File: config.mk
export PLATFORM = sky130hd
export DESIGN_NAME = pulse_period_meter
export DESIGN_NICKNAME = d
export VERILOG_FILES = /design/src/rtl/pulse_meter_pkg.sv /design/src/rtl/pulse_edge_sync.sv /design/src/rtl/pulse_period_meter.sv
export SDC_FILE = /design/constraint.sdc
export NUM_CORES = 1
export LEC_CHECK = 0
export CORE_MARGIN = 3
export CORE_UTILIZATION = 35
export CTS_CLUSTER_DIAMETER = 50
export DETAILED_ROUTE_END_ITERATION = 12
export SETUP_SLACK_MARGIN = 0.02
export SLEW_MARGIN = 20
export SYNTH_ARGS = -nofsm -noshare
export SYNTH_HDL_FRONTEND = slang
export SYNTH_HIERARCHICAL = 1
export SYNTH_SLANG_ARGS = --single-unit
File: constraint.sdc
create_clock -name clk -period 6.85 [get_ports clk]
set_input_delay 1.7125 -clock clk [delete_from_list [all_inputs] [get_ports clk]]
set_output_delay 1.7125 -clock clk [all_outputs]
set_load 0.02 [all_outputs]
File: src/rtl/pulse_meter_pkg.sv
// Shared types and constants for the pulse period meter: counter width,
// FSM state encoding and a saturating increment helper.
package pulse_meter_pkg;

    localparam int CNT_W = 32;
    localparam logic [CNT_W-1:0] CNT_MAX = '1;

    typedef enum logic [1:0] {
        IDLE      = 2'd0,
        ARMED     = 2'd1,
        MEASURING = 2'd2
    } state_t;

    function automatic logic [CNT_W-1:0] sat_inc(input logic [CNT_W-1:0] v);
        return (v == CNT_MAX) ? v : v + 1'b1;
    endfunction

endpackage

File: src/rtl/pulse_edge_sync.sv
// Two-flop synchronizer, optional glitch filter (PULSE_PERIOD_GLITCH_FILTER_EN)
// and registered rising-edge detector for the asynchronous pulse input.
module pulse_edge_sync #(
    parameter int FILTER_LEN = 4
) (
    input  logic clk,
    input  logic r,
    input  logic d,
    output logic rise
);

    if (FILTER_LEN < 1 || FILTER_LEN > 15) begin : g_bad_filter_len
        $error("FILTER_LEN must be in 1..15");
    end

    logic       s1_reg;
    logic       s2_reg;
    logic [1:0] prime_reg;
    logic       seen_low_reg;
    logic       prev_reg;
    logic       rise_reg;
    logic       lvl;

    // A rise is only believed once the real input has been seen low after
    // reset; otherwise releasing reset mid-pulse would look like an edge.
    always_ff @(posedge clk or posedge r) begin
        if (r) begin
            s1_reg       <= 1'b0;
            s2_reg       <= 1'b0;
            prime_reg    <= 2'd0;
            seen_low_reg <= 1'b0;
            prev_reg     <= 1'b0;
            rise_reg     <= 1'b0;
        end else begin
            s1_reg <= d;
            s2_reg <= s1_reg;
            if (prime_reg != 2'd2)
                prime_reg <= prime_reg + 2'd1;
            if (prime_reg == 2'd2 && !s2_reg)
                seen_low_reg <= 1'b1;
            prev_reg <= lvl;
            rise_reg <= lvl & ~prev_reg & seen_low_reg;
        end
    end

`ifdef PULSE_PERIOD_GLITCH_FILTER_EN
    logic       filt_reg;
    logic [3:0] run_reg;

    always_ff @(posedge clk or posedge r) begin
        if (r) begin
            filt_reg <= 1'b0;
            run_reg  <= 4'd0;
        end else if (s2_reg == filt_reg) begin
            run_reg <= 4'd0;
        end else if (run_reg == 4'(FILTER_LEN - 1)) begin
            filt_reg <= s2_reg;
            run_reg  <= 4'd0;
        end else begin
            run_reg <= run_reg + 4'd1;
        end
    end

    assign lvl = filt_reg;
`else
    assign lvl = s2_reg;
`endif

    assign rise = rise_reg;

endmodule

File: src/rtl/pulse_period_meter.sv
// Measures rising-edge-to-rising-edge period of an asynchronous pulse in clk
// cycles, with timeout detection. Optional glitch filter: PULSE_PERIOD_GLITCH_FILTER_EN.
module pulse_period_meter
    import pulse_meter_pkg::*;
#(
    parameter logic [CNT_W-1:0] TIMEOUT    = 32'd100_000_000,
    parameter int               FILTER_LEN = 4
) (
    input  logic             clk,
    input  logic             r,
    input  logic             en,
    input  logic             pulse_in,
    output logic [CNT_W-1:0] period,
    output logic             period_valid,
    output logic             timeout,
    output logic [CNT_W-1:0] edge_count
);

    logic             rise;
    state_t           state_reg;
    logic [CNT_W-1:0] cnt_reg;
    logic [CNT_W-1:0] period_reg;
    logic [CNT_W-1:0] edge_count_reg;
    logic             period_valid_reg;
    logic             timeout_reg;

    pulse_edge_sync #(
        .FILTER_LEN(FILTER_LEN)
    ) u_edge (
        .clk (clk),
        .r   (r),
        .d   (pulse_in),
        .rise(rise)
    );

    // Strobes default low every cycle; en=0 wins over any edge or timeout.
    always_ff @(posedge clk or posedge r) begin
        if (r) begin
            state_reg        <= IDLE;
            cnt_reg          <= '0;
            period_reg       <= '0;
            edge_count_reg   <= '0;
            period_valid_reg <= 1'b0;
            timeout_reg      <= 1'b0;
        end else begin
            period_valid_reg <= 1'b0;
            timeout_reg      <= 1'b0;
            if (!en) begin
                state_reg <= IDLE;
            end else begin
                case (state_reg)
                    IDLE: begin
                        state_reg      <= ARMED;
                        cnt_reg        <= '0;
                        edge_count_reg <= '0;
                    end
                    ARMED: begin
                        if (rise) begin
                            cnt_reg        <= 32'd1;
                            edge_count_reg <= edge_count_reg + 32'd1;
                            state_reg      <= MEASURING;
                        end
                    end
                    MEASURING: begin
                        if (rise) begin
                            period_reg       <= cnt_reg;
                            period_valid_reg <= 1'b1;
                            cnt_reg          <= 32'd1;
                            edge_count_reg   <= edge_count_reg + 32'd1;
                        end else if (cnt_reg == TIMEOUT) begin
                            timeout_reg <= 1'b1;
                            state_reg   <= ARMED;
                        end else begin
                            cnt_reg <= sat_inc(cnt_reg);
                        end
                    end
                    default: state_reg <= IDLE;
                endcase
            end
        end
    end

    assign period       = period_reg;
    assign period_valid = period_valid_reg;
    assign timeout      = timeout_reg;
    assign edge_count   = edge_count_reg;

endmodule

# Yosys cells after proc, flatten, opt, wreduce, memory -nomap -nowiden
# Index checks and enable logic that the tools add are counted.
op_classes:
  add_sub_neg: 3
  n_eq_ne: 13
  n_mux: 19
  bitwise_logic: 3
  n_reduce_logical: 10
ops:
  columns: ["cell", "n"]
  rows:
  - ["$mux W32", 5]
  - ["$pmux W32 S3", 1]
  - ["$add A32 B1 Y32 const B", 2]
  - ["$pmux W32 S2", 1]
  - ["$eq A32 B27 Y1 const B", 1]
  - ["$eq A32 B32 Y1 const B", 1]
  - ["$ne A3 B2 Y1 const B", 3]
  - ["$reduce_and A3 Y1", 3]
  - ["$mux W2", 4]
  - ["$mux W1", 7]
  - ["$ne A3 B3 Y1 const B", 2]
  - ["$pmux W2 S3", 1]
  - ["$reduce_and A5 Y1", 1]
  - ["$eq A2 B2 Y1 const B", 2]
  - ["$ne A2 B1 Y1 const B", 2]
  - ["$reduce_bool A3 Y1", 1]
  - ["$add A2 B1 Y2 const B", 1]
  - ["$and A1 B1 Y1", 2]
  - ["$eq A2 B1 Y1 const B", 1]
  - ["$logic_not A2 Y1", 1]
  - ["$ne A2 B2 Y1 const B", 1]
  - ["$reduce_bool A2 Y1", 1]
  - ["$reduce_or A2 Y1", 1]
  - ["$logic_and A1 B1 Y1", 1]
  - ["other kinds (2)", 2]
word_totals:
  reg_bits: 107
  input_bits: 4
  output_inout_bits: 66

# Logic depth before layout (Yosys ltp)
logic_depth:
  word_depth: 5
  mapped_depth: 10

# Cells and area by module
# Netlist, hierarchy kept.
modules_own_cells:
  columns: ["module", "instances", "cells_each", "area_per_inst_um2"]
  rows:
  - ["pulse_period_meter", 1, 504, 4996.0]
  - ["pulse_edge_sync", 1, 17, 236.5]

# Worst setup path before layout
# Ideal clock, no wire load.
synth_timing:
  path_kind: "in2reg"
  from: "input en"
  to: "register edge_count_reg[17] (netlist: edge_count[17])"
  setup_ns: 0.078
  t_arrival_ns: 3.038
  required_time_ns: 6.772
  slack_ns: 3.734
  path_stages: 5
  path_buffers: 1
  cell_sequence: "or3b_4 -> or3_1 -> buf_2 -> or3_1 -> a21oi_1"
synth_between:
  elab_chain_len: 1
synth_rtl:
  columns: ["item", "line", "rtl"]
  rows:
  - ["from (decl)", "pulse_period_meter.sv:11", "input logic en,"]
  - ["$reduce_and A3 Y1 (no line)", null, null]
  - ["to (signal assigned)", "pulse_period_meter.sv:60", "edge_count_reg <= edge_count_reg + 32'd1;"]
  - ["to (signal assigned)", "pulse_period_meter.sv:69", "edge_count_reg <= edge_count_reg + 32'd1;"]
  - ["to (decl)", "pulse_period_meter.sv:23", "logic [CNT_W-1:0] edge_count_reg;"]
# No other way between the ends.
# A chain may end at the register's enable or synchronous reset.

# Worst setup path in the final report
layout_timing:
  from: "input en"
  to: "register edge_count_reg[31] (netlist: edge_count[31])"
# The elaborated chain is that of the path after synthesis.

==> summary.txt <==
Setup path
  • Crit path cell chain: clkdlybuf4s50_1 -> nor3b_1 -> nand4_1 -> or3_1 -> a21oi_1
  • Crit-path slowest cell: clkdlybuf4s50_1
  • CP Launch Type: input port
  • Reg2reg path depth: 7
  • Setup CP Type: input port to flop
  • Arrival @ worst endpoint: 3.95 ns
  • Required time of the critical path: between 7 and 8 ns
  • Critical path's top delay family: simple AND/OR/NAND/NOR gates
  • Number of stages on the worst setup path: 5
  • Crit path largest cell delay: 0.70 ns
  • Crit. End Element: flop
  • Crit Path Max Fanout: 13
  • CP Buf/Inv Count: 1

Detailed routing
  • Post-route ant nets: 0
  • Remaining DRCs: 0
  • Routed WL: 12380 um
  • Wire length per cell: between 15 and 20 um
  • DR vias: roughly 4.1k
  • Drt first pass iters: 5
  • Post-DR vias/cell: around 5.4
  • 1st-iter DRT viols: about 340

Placement
  • RD Place Congestion: roughly 0.85
  • PortBufs: 69
  • Post-DP HPWL: 8500 um

Global routing
  • GR Util All Layers: 15.48%
  • Global-route wire length before repair: a little over 20000 um
  • Largest net degree at the start of global routing: between 60 and 70
  • Initial antenna violation count: 0
  • Vias in the first global route: 4006
  • Remaining global-route overflow: 0

Logic synthesis
  • Ys flop type: dfrtp_1
  • Area contributors post-synth: dfrtp_1 51%, mux2_2 6.0%, o21ai_0 4.2%
  • Asr flop ratio synth: 100.0%
  • Yosys Warn Count: 6
  • Number of enable flip-flop cells after synthesis: 0
  • Syn Area/Cell: about 10 um^2
  • Syn Std Cell Area: ~0.0052 mm^2
  • Post-synth top area share: ~51%
  • Yosys reg bits: between 100 and 150
  • Seq/Total Area, Yosys: approximately half
  • Synthesized Nets: 532
  • Gate Count Post-Synth: ~520
  • Post-synth top area cell: dfrtp_1
  • Distinct cell type count after synthesis: 45

Clock network
  • Number of CTS-inserted buffers: 9
  • CTS tree: built
  • H-tree depth: 3
  • Setup Fix Bufs, Post-CTS: 0
  • Root buffer cell: clkbuf_16
  • Max clock buf depth: 2
  • Clock-pin transition on the worst setup and hold timing paths: 0.08 ns
  • Later-pin clock latency in the skew report: 0.36 ns
  • Post-CTS Hold Buffers: 0
  • Post-CTS sizing: 0
  • # clock sinks: around 110

Final layout
  • Fraction of layout cells with a size suffix above 1: ~8.9%
  • Final nets: just under 600
  • Area delta synth->final: 21.83%
  • ANT cells: 0
  • Fill cells: between 1k and 1.5k

Pwr
  • Pwr/cell area: slightly above 200 mW/mm^2
  • Leakage: ~2.7 nW
  • PnR Total Power: about 1.3 mW
  • Max VDD drop: 0.1176 mV

Min path
  • HP Class: flop to flop
  • Worst Hold Path Cells: 0

STA
  • Fmax: 0.2724 GHz
  • Final setup TNS: 0 ns
  • Final worst-path cycle share: a little over half
  • Finish-stage setup viols: 0
  • Fin. Hold Viols: 0
  • Skew final: ~0.0097 ns
  • Final Max Tran Viols: 0
  • Unrepaired setup endpoints after global routing: false
  • Min cycle time layout: around 3.7 ns
  • Worst-margin pin slew: between 0.8 and 0.9 ns
  • Max_slew headroom: 40.10%

Run
  • Max-cap violation count: 0

Die
  • I/O pins: 70
  • DIE AREA: roughly 0.016 mm^2
  • Chip height: between 100 and 150 um
  • Core area: between 0.01 and 0.015 mm^2
  • Initial Util: 35.87%
  • Die Wd: between 100 and 150 um
  • Rows: 44

Status
  • Outcome: complete, no violations
-- per-stage QoR --
step | util, % | area, um^2 | cells | hold WS [ns] | setup WS, ns
6_report | 43.70 | 6375 | 768 | 0.3519 | 3.179
5_1_grt | 43.70 | 6375 | 768 | 0.3736 | 2.972
4_1_cts | 43.70 | 6375 | 768 | 0.3550 | 3.189
3_5_place_dp | 41.57 | 6065 | 752 | 0.3371 | 2.818
3_3_place_gp | 41.48 | 6051 | 752 | 0.3383 | 2.871
2_1_floorplan | - | 5233 | 521 | 0.3312 | 2.519
-- cell families (layout without fill, tap and decap cells) --
logic type,Yosys count,in the layout,share of synthesized area [%]
simple gates,198,198,19.66
compound gates,109,109,12.77
flops,107,107,51.17
buf+inv,43,106,3.730
mux,33,33,6.982
xor+xnor,24,24,4.017
fa+ha+maj,7,7,1.674
-- layout by cell type, fill, tap and decap left out, types with 8 or more instances in the layout --
master           instances
mux2_2                  28
and4_1                  11
a21oi_1                 18
inv_1                   19
clkbuf_16                9
xor2_1                  16
xnor2_1                  8
clkdlybuf4s50_1         69
o21ai_0                 44
and2_1                   8
o31ai_1                 15
nand4_1                 15
nand3_1                 28
and3_1                   9
nand2_1                 40
or3_1                    8
dfrtp_1                107
nor2_1                  47
-- layer usage --
metal / vias to the layer above / part of all wire [%] / GRT usage [%] / routed length (um)
li1: 1990 / - / - / -
met1: 2029 / 47 / 21.09 / 5780
met2: 109 / 47 / 24.73 / 5852
met3: 11 / 5.1 / 4.000 / 630
met4: 0 / 0.94 / 3.745 / 116
met5: - / 0 / 0 / 0
-- path summary, 6_finish.rpt --
kind,slack (ns),start,endpoint
setup / recovery,3.18,en,edge_count[31]
hold / removal,0.35,u_edge/s1_reg,u_edge/lvl
setup reg to reg,4.02,state_reg[0],edge_count[31]
hold reg to reg,0.35,u_edge/s1_reg,u_edge/lvl
max in group asynchronous,3.92,r,period_valid
min in group asynchronous,1.67,r,u_edge/seen_low_reg
-- cell usage after synthesis (all sizes together) (9+ instances only) --
library cell  count
inv              20
a21oi            18
nand4            15
xor2             16
nor2             48
and3              9
o31ai            15
buf              12
and4             11
nand3            29
o21ai            51
mux2             28
clkbuf           11
nand2            41
dfrtp           107
-- area by class of cell --
type | instances | area, um^2 | share of cell area [%]
clock buffer | 10 | 239.0 | 3.749
clock inverter | 6 | 71.32 | 1.119
inverter | 20 | 77.57 | 1.217
multi-input combinational | 371 | 2381 | 37.35
sequential | 107 | 2678 | 42.00
tap | 184 | 230.2 | 3.611
timing repair buffer | 70 | 698.2 | 10.95
-- where the power goes --
group,switching [mW],leakage [nW],internal (mW)
Combinational,0.0819,1.11,0.0388
Sequential,0.0133,1.47,0.640
Clock,0.244,0.146,0.297
Total,0.340,2.73,0.976
(Power assumes the default switching activity.)
